<file path="src/rtl/ctl_mc_pkg.sv">
// Shared definitions for the multi-cycle Beta control unit: opcodes, ALU
// function codes, PC/write-data mux selects, FSM states, decode classes and
// the control-word struct handed from the decoder to the FSM.
package ctl_mc_pkg;

  // Non-ALU opcodes
  localparam logic [5:0] OP_LD  = 6'h18;
  localparam logic [5:0] OP_ST  = 6'h19;
  localparam logic [5:0] OP_JMP = 6'h1B;
  localparam logic [5:0] OP_BEQ = 6'h1C;
  localparam logic [5:0] OP_BNE = 6'h1D;
  localparam logic [5:0] OP_LDR = 6'h1F;

  // ALU-class opcodes are 10_xxxx (register form) or 11_xxxx (constant form);
  // the low nibble selects the function. These two nibbles are multi-cycle.
  localparam logic [3:0] FN_MUL = 4'h2;
  localparam logic [3:0] FN_DIV = 4'h3;

  // ALU function codes (boolean ops carry their truth table in bits [3:0])
  localparam logic [5:0] ALU_ADD   = 6'b000000;
  localparam logic [5:0] ALU_SUB   = 6'b000001;
  localparam logic [5:0] ALU_MUL   = 6'b000010;
  localparam logic [5:0] ALU_DIV   = 6'b000011;
  localparam logic [5:0] ALU_CMPEQ = 6'b110011;
  localparam logic [5:0] ALU_CMPLT = 6'b110101;
  localparam logic [5:0] ALU_CMPLE = 6'b110111;
  localparam logic [5:0] ALU_AND   = 6'b011000;
  localparam logic [5:0] ALU_OR    = 6'b011110;
  localparam logic [5:0] ALU_XOR   = 6'b010110;
  localparam logic [5:0] ALU_XNOR  = 6'b011001;
  localparam logic [5:0] ALU_SHL   = 6'b100000;
  localparam logic [5:0] ALU_SHR   = 6'b100001;
  localparam logic [5:0] ALU_SRA   = 6'b100011;
  localparam logic [5:0] ALU_A     = 6'b011010;

  localparam logic [2:0] PCSEL_INC   = 3'd0;
  localparam logic [2:0] PCSEL_BR    = 3'd1;
  localparam logic [2:0] PCSEL_JMP   = 3'd2;
  localparam logic [2:0] PCSEL_ILLOP = 3'd3;
  localparam logic [2:0] PCSEL_XADR  = 3'd4;

  localparam logic [1:0] WDSEL_PC  = 2'd0;
  localparam logic [1:0] WDSEL_ALU = 2'd1;
  localparam logic [1:0] WDSEL_MEM = 2'd2;

  typedef enum logic [1:0] {
    ST_EXEC     = 2'd0,
    ST_WAIT_ALU = 2'd1,
    ST_WAIT_MEM = 2'd2,
    ST_IRQ      = 2'd3   // reserved, never entered
  } state_t;

  typedef enum logic [1:0] {
    CLS_SINGLE = 2'd0,
    CLS_MUL    = 2'd1,
    CLS_DIV    = 2'd2,
    CLS_MEM    = 2'd3
  } cls_t;

  typedef struct packed {
    logic [5:0] alufn;
    logic [2:0] pcsel;
    logic [1:0] wdsel;
    logic       asel;
    logic       bsel;
    logic       moe;
    logic       mwr;
    logic       ra2sel;
    logic       wasel;
    logic       werf;
  } ctl_t;

  function automatic int max2(input int a, input int b);
    return (a > b) ? a : b;
  endfunction

endpackage

</file>
<file path="src/rtl/ctl_decode.sv">
// Combinational Beta instruction decoder: opcode and Ra==0 flag to the
// single-cycle control word, a legality flag and an execution class.
// Ports: op/z in; ctl (control word), legal, cls out. No state, no latency.
module ctl_decode
  import ctl_mc_pkg::*;
(
  input  logic [5:0] op,
  input  logic       z,
  output ctl_t       ctl,
  output logic       legal,
  output cls_t       cls
);

  logic [5:0] alu_fn;
  logic       alu_ok;

  always_comb begin
    alu_fn = ALU_ADD;
    alu_ok = 1'b1;
    case (op[3:0])
      4'h0:    alu_fn = ALU_ADD;
      4'h1:    alu_fn = ALU_SUB;
      FN_MUL:  alu_fn = ALU_MUL;
      FN_DIV:  alu_fn = ALU_DIV;
      4'h4:    alu_fn = ALU_CMPEQ;
      4'h5:    alu_fn = ALU_CMPLT;
      4'h6:    alu_fn = ALU_CMPLE;
      4'h8:    alu_fn = ALU_AND;
      4'h9:    alu_fn = ALU_OR;
      4'hA:    alu_fn = ALU_XOR;
      4'hB:    alu_fn = ALU_XNOR;
      4'hC:    alu_fn = ALU_SHL;
      4'hD:    alu_fn = ALU_SHR;
      4'hE:    alu_fn = ALU_SRA;
      default: alu_ok = 1'b0;
    endcase
  end

  always_comb begin
    ctl   = '0;
    legal = 1'b1;
    cls   = CLS_SINGLE;
    if (op[5]) begin
      // ALU class; op[4] selects the literal (C) form
      legal     = alu_ok;
      ctl.alufn = alu_fn;
      ctl.bsel  = op[4];
      ctl.wdsel = WDSEL_ALU;
      ctl.werf  = 1'b1;
      if (op[3:0] == FN_MUL)      cls = CLS_MUL;
      else if (op[3:0] == FN_DIV) cls = CLS_DIV;
    end else begin
      case (op)
        OP_LD: begin
          cls       = CLS_MEM;
          ctl.alufn = ALU_ADD;
          ctl.bsel  = 1'b1;
          ctl.moe   = 1'b1;
          ctl.wdsel = WDSEL_MEM;
          ctl.werf  = 1'b1;
        end
        OP_ST: begin
          cls        = CLS_MEM;
          ctl.alufn  = ALU_ADD;
          ctl.bsel   = 1'b1;
          ctl.mwr    = 1'b1;
          ctl.ra2sel = 1'b1;
        end
        OP_LDR: begin
          cls       = CLS_MEM;
          ctl.alufn = ALU_A;
          ctl.asel  = 1'b1;
          ctl.moe   = 1'b1;
          ctl.wdsel = WDSEL_MEM;
          ctl.werf  = 1'b1;
        end
        OP_JMP: begin
          ctl.pcsel = PCSEL_JMP;
          ctl.wdsel = WDSEL_PC;
          ctl.werf  = 1'b1;
        end
        OP_BEQ: begin
          ctl.pcsel = z ? PCSEL_BR : PCSEL_INC;
          ctl.wdsel = WDSEL_PC;
          ctl.werf  = 1'b1;
        end
        OP_BNE: begin
          ctl.pcsel = z ? PCSEL_INC : PCSEL_BR;
          ctl.wdsel = WDSEL_PC;
          ctl.werf  = 1'b1;
        end
        default: legal = 1'b0;
      endcase
    end
  end

endmodule

</file>
<file path="src/rtl/ctl_mc.sv">
// Multi-cycle Beta control unit: stalls for long MUL/DIV and memory waits,
// traps illegal opcodes and takes prioritised sticky interrupts at
// instruction boundaries. Ports: clk/reset_n, op/z/supervisor/irq/mem_ready
// in; datapath selects, stall, irq_ack/irq_id out (combinational).
module ctl_mc
  import ctl_mc_pkg::*;
#(
  parameter int NIRQ     = 1,
  parameter int MUL_LAT  = 1,
  parameter int DIV_LAT  = 1,
  parameter int MEM_WAIT = 0,
  localparam int IDW     = (NIRQ > 1) ? $clog2(NIRQ) : 1
) (
  input  logic            clk,
  input  logic            reset_n,
  input  logic [5:0]      op,
  input  logic            z,
  input  logic            supervisor,
  input  logic [NIRQ-1:0] irq,
  input  logic            mem_ready,
  output logic [5:0]      alufn,
  output logic [2:0]      pcsel,
  output logic [1:0]      wdsel,
  output logic            asel,
  output logic            bsel,
  output logic            moe,
  output logic            mwr,
  output logic            ra2sel,
  output logic            wasel,
  output logic            werf,
  output logic            stall,
  output logic [NIRQ-1:0] irq_ack,
  output logic [IDW-1:0]  irq_id
);

  localparam int MAXLAT = max2(MUL_LAT, DIV_LAT);
  localparam int CW     = (MAXLAT > 1) ? $clog2(MAXLAT) : 1;

  // Counter preload: entry cycle plus counter+1 wait cycles = LAT total
  localparam logic [CW-1:0] MUL_LOAD = CW'((MUL_LAT > 1) ? MUL_LAT - 2 : 0);
  localparam logic [CW-1:0] DIV_LOAD = CW'((DIV_LAT > 1) ? DIV_LAT - 2 : 0);
  localparam logic [CW-1:0] CNT_ONE  = CW'(1);

  state_t          state, state_nxt;
  logic [CW-1:0]   cnt, cnt_nxt;
  logic [NIRQ-1:0] pending;

  ctl_t dec_ctl;
  logic dec_legal;
  cls_t dec_cls;

  ctl_decode u_decode (
    .op    (op),
    .z     (z),
    .ctl   (dec_ctl),
    .legal (dec_legal),
    .cls   (dec_cls)
  );

  logic            mul_mc, div_mc, mem_mc, take_irq;
  logic [NIRQ-1:0] irq_oh;
  logic [IDW-1:0]  irq_idx;
  ctl_t            out;
  logic            stall_c;

  assign mul_mc   = (dec_cls == CLS_MUL) && (MUL_LAT > 1);
  assign div_mc   = (dec_cls == CLS_DIV) && (DIV_LAT > 1);
  assign mem_mc   = (dec_cls == CLS_MEM) && (MEM_WAIT != 0);
  assign take_irq = (pending != '0) && !supervisor;

  // Lowest-index pending channel wins; scan high to low so the last hit sticks
  always_comb begin
    irq_oh  = '0;
    irq_idx = '0;
    for (int i = NIRQ - 1; i >= 0; i--) begin
      if (pending[i]) begin
        irq_oh    = '0;
        irq_oh[i] = 1'b1;
        irq_idx   = IDW'(i);
      end
    end
  end

  always_comb begin
    out       = dec_ctl;
    stall_c   = 1'b0;
    irq_ack   = '0;
    irq_id    = '0;
    state_nxt = state;
    cnt_nxt   = cnt;
    case (state)
      ST_EXEC: begin
        if (take_irq) begin
          // Interrupt replaces the instruction in IR; it is re-fetched later
          out       = '0;
          out.pcsel = PCSEL_XADR;
          out.wasel = 1'b1;
          out.werf  = 1'b1;
          out.wdsel = WDSEL_PC;
          irq_ack   = irq_oh;
          irq_id    = irq_idx;
        end else if (!dec_legal) begin
          out       = '0;
          out.pcsel = PCSEL_ILLOP;
          out.wasel = 1'b1;
          out.werf  = 1'b1;
          out.wdsel = WDSEL_PC;
        end else if (mul_mc || div_mc) begin
          stall_c   = 1'b1;
          out.werf  = 1'b0;
          cnt_nxt   = mul_mc ? MUL_LOAD : DIV_LOAD;
          state_nxt = ST_WAIT_ALU;
        end else if (mem_mc && !mem_ready) begin
          stall_c   = 1'b1;
          out.werf  = 1'b0;
          state_nxt = ST_WAIT_MEM;
        end
      end
      ST_WAIT_ALU: begin
        // IR is frozen, so the decoded alufn/asel/bsel stay put
        if (cnt != '0) begin
          stall_c  = 1'b1;
          out.werf = 1'b0;
          cnt_nxt  = cnt - CNT_ONE;
        end else begin
          state_nxt = ST_EXEC;
        end
      end
      ST_WAIT_MEM: begin
        // moe/mwr held from decode; only the register write waits
        if (!mem_ready) begin
          stall_c  = 1'b1;
          out.werf = 1'b0;
        end else begin
          state_nxt = ST_EXEC;
        end
      end
      default: begin
        // Reserved encoding: drive nothing and fall back to EXEC
        out       = '0;
        state_nxt = ST_EXEC;
      end
    endcase

    if (!reset_n) begin
      out     = '0;
      stall_c = 1'b0;
      irq_ack = '0;
      irq_id  = '0;
    end
  end

  assign alufn  = out.alufn;
  assign pcsel  = out.pcsel;
  assign wdsel  = out.wdsel;
  assign asel   = out.asel;
  assign bsel   = out.bsel;
  assign moe    = out.moe;
  assign mwr    = out.mwr;
  assign ra2sel = out.ra2sel;
  assign wasel  = out.wasel;
  assign werf   = out.werf;
  assign stall  = stall_c;

  always_ff @(posedge clk) begin
    if (!reset_n) begin
      state   <= ST_EXEC;
      cnt     <= '0;
      pending <= '0;
    end else begin
      state   <= state_nxt;
      cnt     <= cnt_nxt;
      // An assertion arriving in the ack cycle re-pends that channel
      pending <= (pending & ~irq_ack) | irq;
    end
  end

endmodule

</file>
<file path="config.mk">
export PLATFORM = sky130hd
export DESIGN_NAME = ctl_mc
export DESIGN_NICKNAME = d
export VERILOG_FILES = /design/src/rtl/ctl_mc_pkg.sv /design/src/rtl/ctl_decode.sv /design/src/rtl/ctl_mc.sv
export SDC_FILE = /design/constraint.sdc
export NUM_CORES = 1
export LEC_CHECK = 0
export CORE_MARGIN = 2
export CORE_UTILIZATION = 30
export DETAILED_ROUTE_END_ITERATION = 6
export GPL_TIMING_DRIVEN = 0
export HOLD_SLACK_MARGIN = 0.06
export PLACE_DENSITY_LB_ADDON = 0.25
export REMOVE_ABC_BUFFERS = 1
export SYNTH_ARGS = -nofsm -noshare
export SYNTH_HDL_FRONTEND = slang
export SYNTH_SLANG_ARGS = --single-unit
</file>
<file path="constraint.sdc">
create_clock -name clk -period 1 [get_ports clk]
set_input_delay 0.1 -clock clk [delete_from_list [all_inputs] [get_ports clk]]
set_output_delay 0.1 -clock clk [all_outputs]
set_load 0.1 [all_outputs]
</file>
Word-level counts from Yosys, hierarchy flattened --
Cells that the tools add are included.
Word-level totals: flip-flop bits (word level) 4, word-level logic and storage cells 83
Cells by class: add/sub/neg operators 1, eq/ne operators 23, mux-type cells 41, bitwise gates (word level) 4, reduce and logical (&&, ||, !) cells 11
Operators by type and width (count):
- 6-bit one-hot mux with 13 select lines | 1
- 6-bit by 5-bit equality test with 1-bit output, second input constant | 6
- 18-bit 2-to-1 mux | 2
- 17-bit one-hot mux with 2 select lines | 1
- 4-bit equality test, second input constant | 7
- 1-bit 2-to-1 mux | 23
- 17-bit 2-to-1 mux | 1
- 14-bit OR reduction | 1
- 4-bit by 3-bit equality test with 1-bit output, second input constant | 3
- 2-bit 2-to-1 mux | 5
- 3-bit one-hot mux with 3 select lines | 1
- 4-bit by 2-bit equality test with 1-bit output, second input constant | 2
- 3-bit 2-to-1 mux | 2
- 6-bit 2-to-1 mux | 1
- 2-bit one-hot mux with 3 select lines | 1
- 2-bit OR reduction | 3
- 6-bit OR reduction | 1
- 5-bit 2-to-1 mux | 1
- 5-bit OR reduction | 1
- 4-bit by 1-bit equality test with 1-bit output, second input constant | 1
- 4-bit logical NOT | 1
- 2-bit inequality test, second input constant | 2
- 1-bit one-hot mux with 3 select lines | 1
- 3-bit AND reduction | 1
- other kinds (10) | 11

Longest topological paths before layout --
Gate-level depths: netlist of run 1.
word-level depth 8, mapped depth 5, gate-level depth less buffers 4

Hierarchy --
Synthesis of run 1 repeated with hierarchy kept, for this count alone.
Second synthesis, totals: cell total of the unflattened synthesis 96, area total of the unflattened synthesis 738.2 µm²
Modules (own cells, without submodules):
- ctl_decode | times used 1, cells an instance 62, area an instance 391.6 µm², sequential area each 0.0 µm²
- ctl_mc | times used 1, cells an instance 34, area an instance 346.6 µm², sequential area each 20.0 µm²

Worst setup path after synthesis of run 1 --
Ideal clock, no wire load.
kind register to output, start point register pending, end point output alufn[2], arrival time 2.870 ns, required time 0.900 ns, setup slack -1.970 ns, stages on the path, launching flop included 5, path buffers 0, cell sequence dfxtp_1 nand2b_1 and2_1 nand2_1 a221oi_1
On the way: word-level cells in the longest chain between the ends 4
RTL lines:
- start, declared | line ctl_mc.sv:46 | logic [NIRQ-1:0] pending;
- start signal, assigned | line ctl_mc.sv:174 | pending <= (pending & ~irq_ack) | irq;
- 1-bit logical AND | line ctl_mc.sv:69 | assign take_irq = (pending != '0) && !supervisor;
- 18-bit 2-to-1 mux | line ctl_mc.sv:93 | if (take_irq) begin
- 17-bit one-hot mux with 2 select lines | line ctl_mc.sv:91 | case (state)
- 18-bit 2-to-1 mux | line ctl_mc.sv:145 | if (!reset_n) begin
- end, declared | line ctl_mc.sv:21 | output logic [5:0] alufn,
Every way passes these cells.

Worst setup path in the final report of run 1 --
Same ends and word-level chain as after synthesis.

==> results of run 1 <==
## cells in the mapped netlist (all sizes together), types with 2 or more instances
| master | instances |
|---|---|
| o21ai | 3 |
| nor2b | 2 |
| nand2b | 6 |
| nand2 | 10 |
| nor3 | 2 |
| and2 | 5 |
| and3 | 3 |
| buf | 8 |
| a221oi | 2 |
| nor2 | 7 |
| a21oi | 7 |
| and2b | 2 |
## critical path, stage by stage, from the launching register on
cell and delay (ps):
sky130_fd_sc_hd__dfxtp_2 310, sky130_fd_sc_hd__nand2b_4 80, sky130_fd_sc_hd__and2_4 170, sky130_fd_sc_hd__nand2_4 80, sky130_fd_sc_hd__a221oi_4 250, sky130_fd_sc_hd__buf_12 210
## per-layer routing
| layer | vias to the layer above | share of wire (%) | GRT usage (%) |
|---|---|---|---|
| met2 | 38 | 55 | 31.9 |
| met5 | - | 0 | 0 |
| met1 | 324 | 38 | 20.8 |
| li1 | 307 | - | - |
| met4 | 0 | 0 | 0 |
| met3 | 0 | 6.9 | 2.50 |
## logic make-up after synthesis
logic type,count (synthesis)
AND/OR/NAND/NOR,42
XOR/XNOR,1
AO/OA/AOI/OAI,17
other,1
multiplexers,1
flip-flops,1
buffers and inverters,9
## how the worst max path moves through the flow
stage | startpoint | end | slack [ps] | depth (start not counted)
floorplan | pending$_SDFF_PN0_ | moe | -2580 | 4
global placement | op[0] | wasel | -1850 | 6
detailed placement | op[0] | wasel | -1870 | 6
CTS | op[4] | pcsel[1] | -200 | 5
global route | pending$_SDFF_PN0_ | alufn[2] | -280 | 5
finish | pending$_SDFF_PN0_ | alufn[2] | -210 | 5
## power groups by stage
| stage | registers, µW | logic, µW | clock network, µW |
|---|---|---|---|
| after global routing | 47.5 | 667 | 0 |
| after floorplan | 44.7 | 335 | 0 |
| after detailed placement | 45.0 | 474 | 0 |
| after CTS | 47.0 | 607 | 0 |
| final | 46.9 | 644 | 0 |
| after global placement | 44.9 | 471 | 0 |
## timing repair
| item | in CTS | in global routing |
|---|---|---|
| pin swaps | 15 | 7 |
| gates resized for setup | 244 | 11 |
| cloned | 0 | 1 |
| buffers inserted | 6 | 1 |
| setup endpoints to repair | 19 | 19 |
## final cells by class
type | count | area (µm²)
flip-flops and latches | 1 | 21.3
multi-input cells | 63 | 539
fillers | 94 | 324
repair buffers | 37 | 563
inverters | 1 | 3.75
well taps | 16 | 20.0
## stage by stage
stage | hold WS (ps) | total power (µW) | worst slack (ps)
floorplan | 228 | 379 | -2580
global placement | 511 | 516 | -1850
detailed placement | 539 | 519 | -1870
CTS | 426 | 654 | -196
global route | 474 | 715 | -275
finish | 419 | 691 | -213
==> implementation parameters, run 1 <==
Parameter                              Value

Outcome
  Outcome ... finished with violations
  Failing checks ... setup timing

Route
  Number of nets with antenna violations after detailed routing ... 0
  Sum of routed wire length over all layers ... 1.79 mm
  DRC ... 0
  Vias ... 669
  Routed length per instance ... 15.2 µm
  Vias per Instance ... 5.67
  First-pass iteration count of the detailed router ... 4
  Detailed router's first-iteration violation count ... 12

Final layout
  Antenna Cells ... 0
  Final cell count without fillers ... 118
  Most frequent standard cell in the layout excluding fill and tap cells ... sky130_fd_sc_hd__buf_12
  Commonest cells after routing, fill and taps aside ... sky130_fd_sc_hd__buf_12, sky130_fd_sc_hd__nand2_1, sky130_fd_sc_hd__buf_6, sky130_fd_sc_hd__buf_4
  Post-synthesis to final-layout area growth ... 147%
  Final instance area ... 1150 µm²
  Leading registers by flop count ... pending x1
  Net count reported at finish ... 116
  Utilization after layout ... 78.0%
  Reg with most FFs ... pending
  Number of flip-flops in the largest register ... 1
  Fraction of final layout cells with drive strength greater than 1 ... 64.7%

Run
  Count of max-cap constraint violations ... 0

Worst setup path
  Register-to-register setup slack ... 370 ps
  Data arrival time at the worst-slack endpoint ... 1110 ps
  Class of the most critical setup path ... reg2out
  Capturing element type of the critical path ... output port
  Maximum fanout count along the critical path ... 4
  Required arrival time at the worst endpoint ... 900 ps
  Reg2reg path depth ... 2
  Startpoint of the worst register-to-register path ... pending$_SDFF_PN0_
  Reg-to-reg endpoint ... pending$_SDFF_PN0_
  Critical path launch point type ... flop

Power and ir drop
  Reg power frac ... 6.8%
  Maximum VDD drop ... 437 µV
  Static power due to leakage ... 0.000475 µW
  Internal ... 283 µW
  Switching pwr ... 408 µW
  Relative contribution of combinational cells to total power ... 93.2%
  Power density over cell area ... 602 nW/µm²
  Switching share of power ... 59.0%
  Clock power share ... 0%

STA
  Maximum operating frequency ... 0.824 GHz
  Setup TNS ... -2540 ps
  RSZ-0062 raised after global routing ... yes
  Final setup violation count ... 18
  Worst Slack Setup Final ... -213 ps
  Post-layout min period ... 1210 ps
  Skew final ... 0 ps
  Crit share post-route ... 121%
  Count of final hold-check violations ... 0
  Total count of max-transition violations in the final report ... 0

Global routing
  Total global-route track usage ... 16.7%
  Via count of the first global-routing pass ... 582
  First-pass GRT wire length ... 2.53 mm
  Number of antenna violations at the first check in global routing ... 0
  Remaining global-route overflow ... 0
  Maximum number of pins on one net before global-route repair ... 15

Yosys
  Simple-gate portion of the synthesized area ... 52.7%
  YS warnings ... 0
  Cell Area, Synth ... 465 µm²
  Share of flip-flops with an asynchronous set or reset ... 0%
  Adder-cell share of the synthesized area ... 0%
  Number of different library cells in the post-synthesis netlist ... 34
  Number of synthesized flops with an enable pin ... 0
  Top flip-flop cell by instance count after synthesis ... sky130_fd_sc_hd__dfxtp_1
  Synthesized netlist cell count ... 72
  Area share of the largest cell type after synthesis ... 9.68%
  Dominant cells by area after synthesis ... sky130_fd_sc_hd__buf_4, sky130_fd_sc_hd__nand2_1, sky130_fd_sc_hd__and2_1
  Synthesized area divided by synthesized cell count ... 6.46 µm²
  Parity-gate share of the synthesized area counting xor and xnor cells ... 1.88%
  Cell type with the highest aggregate area in the netlist ... sky130_fd_sc_hd__buf_4
  Proportion of synthesized area in mux cells ... 2.15%
  Sequential area share after synthesis ... 4.30%
  Combinational family with the most area after synthesis ... simple AND/OR/NAND/NOR gates
  Number of synthesized register bits ... 1
  Compound-gate portion of the synthesized area ... 25.5%

Place
  Post-Place Cell Area ... 724 µm²
  Half-perimeter wire length after placement ... 988 µm
  Port-buffer cells ... 29
  Placed cell count ... 110
  Routability Congestion ... 0.773

Worst hold path
  Hold Path Sink ... pending$_SDFF_PN0_
  HP Start ... supervisor
  Classification of the worst-slack hold path ... in2reg
  Worst hold path stage count ... 3

Floorplan
  IO Pins ... 33
  Cell row count ... 14
  Starting utilization of the core area ... 31.6%
  Y dimension of the die ... 43.4 µm
  Die Footprint ... 1880 µm²
  Horizontal die dimension ... 43.4 µm
  Area inside the core boundary ... 1470 µm²

Clocking
  Register clock-pin slew on the reported worst setup and hold paths ... 0 ps
  Worst-Skew Late Latency ... 0 ps
  # hold bufs at CTS ... 0
Power figures use the tool's default switching activity.
==> run 2: changes to the inputs <==
ABC_CLOCK_PERIOD_IN_PS = 1000   (was default)
==> results of run 2 <==
Final layout, timing and power as in run 1 (identical DEF).
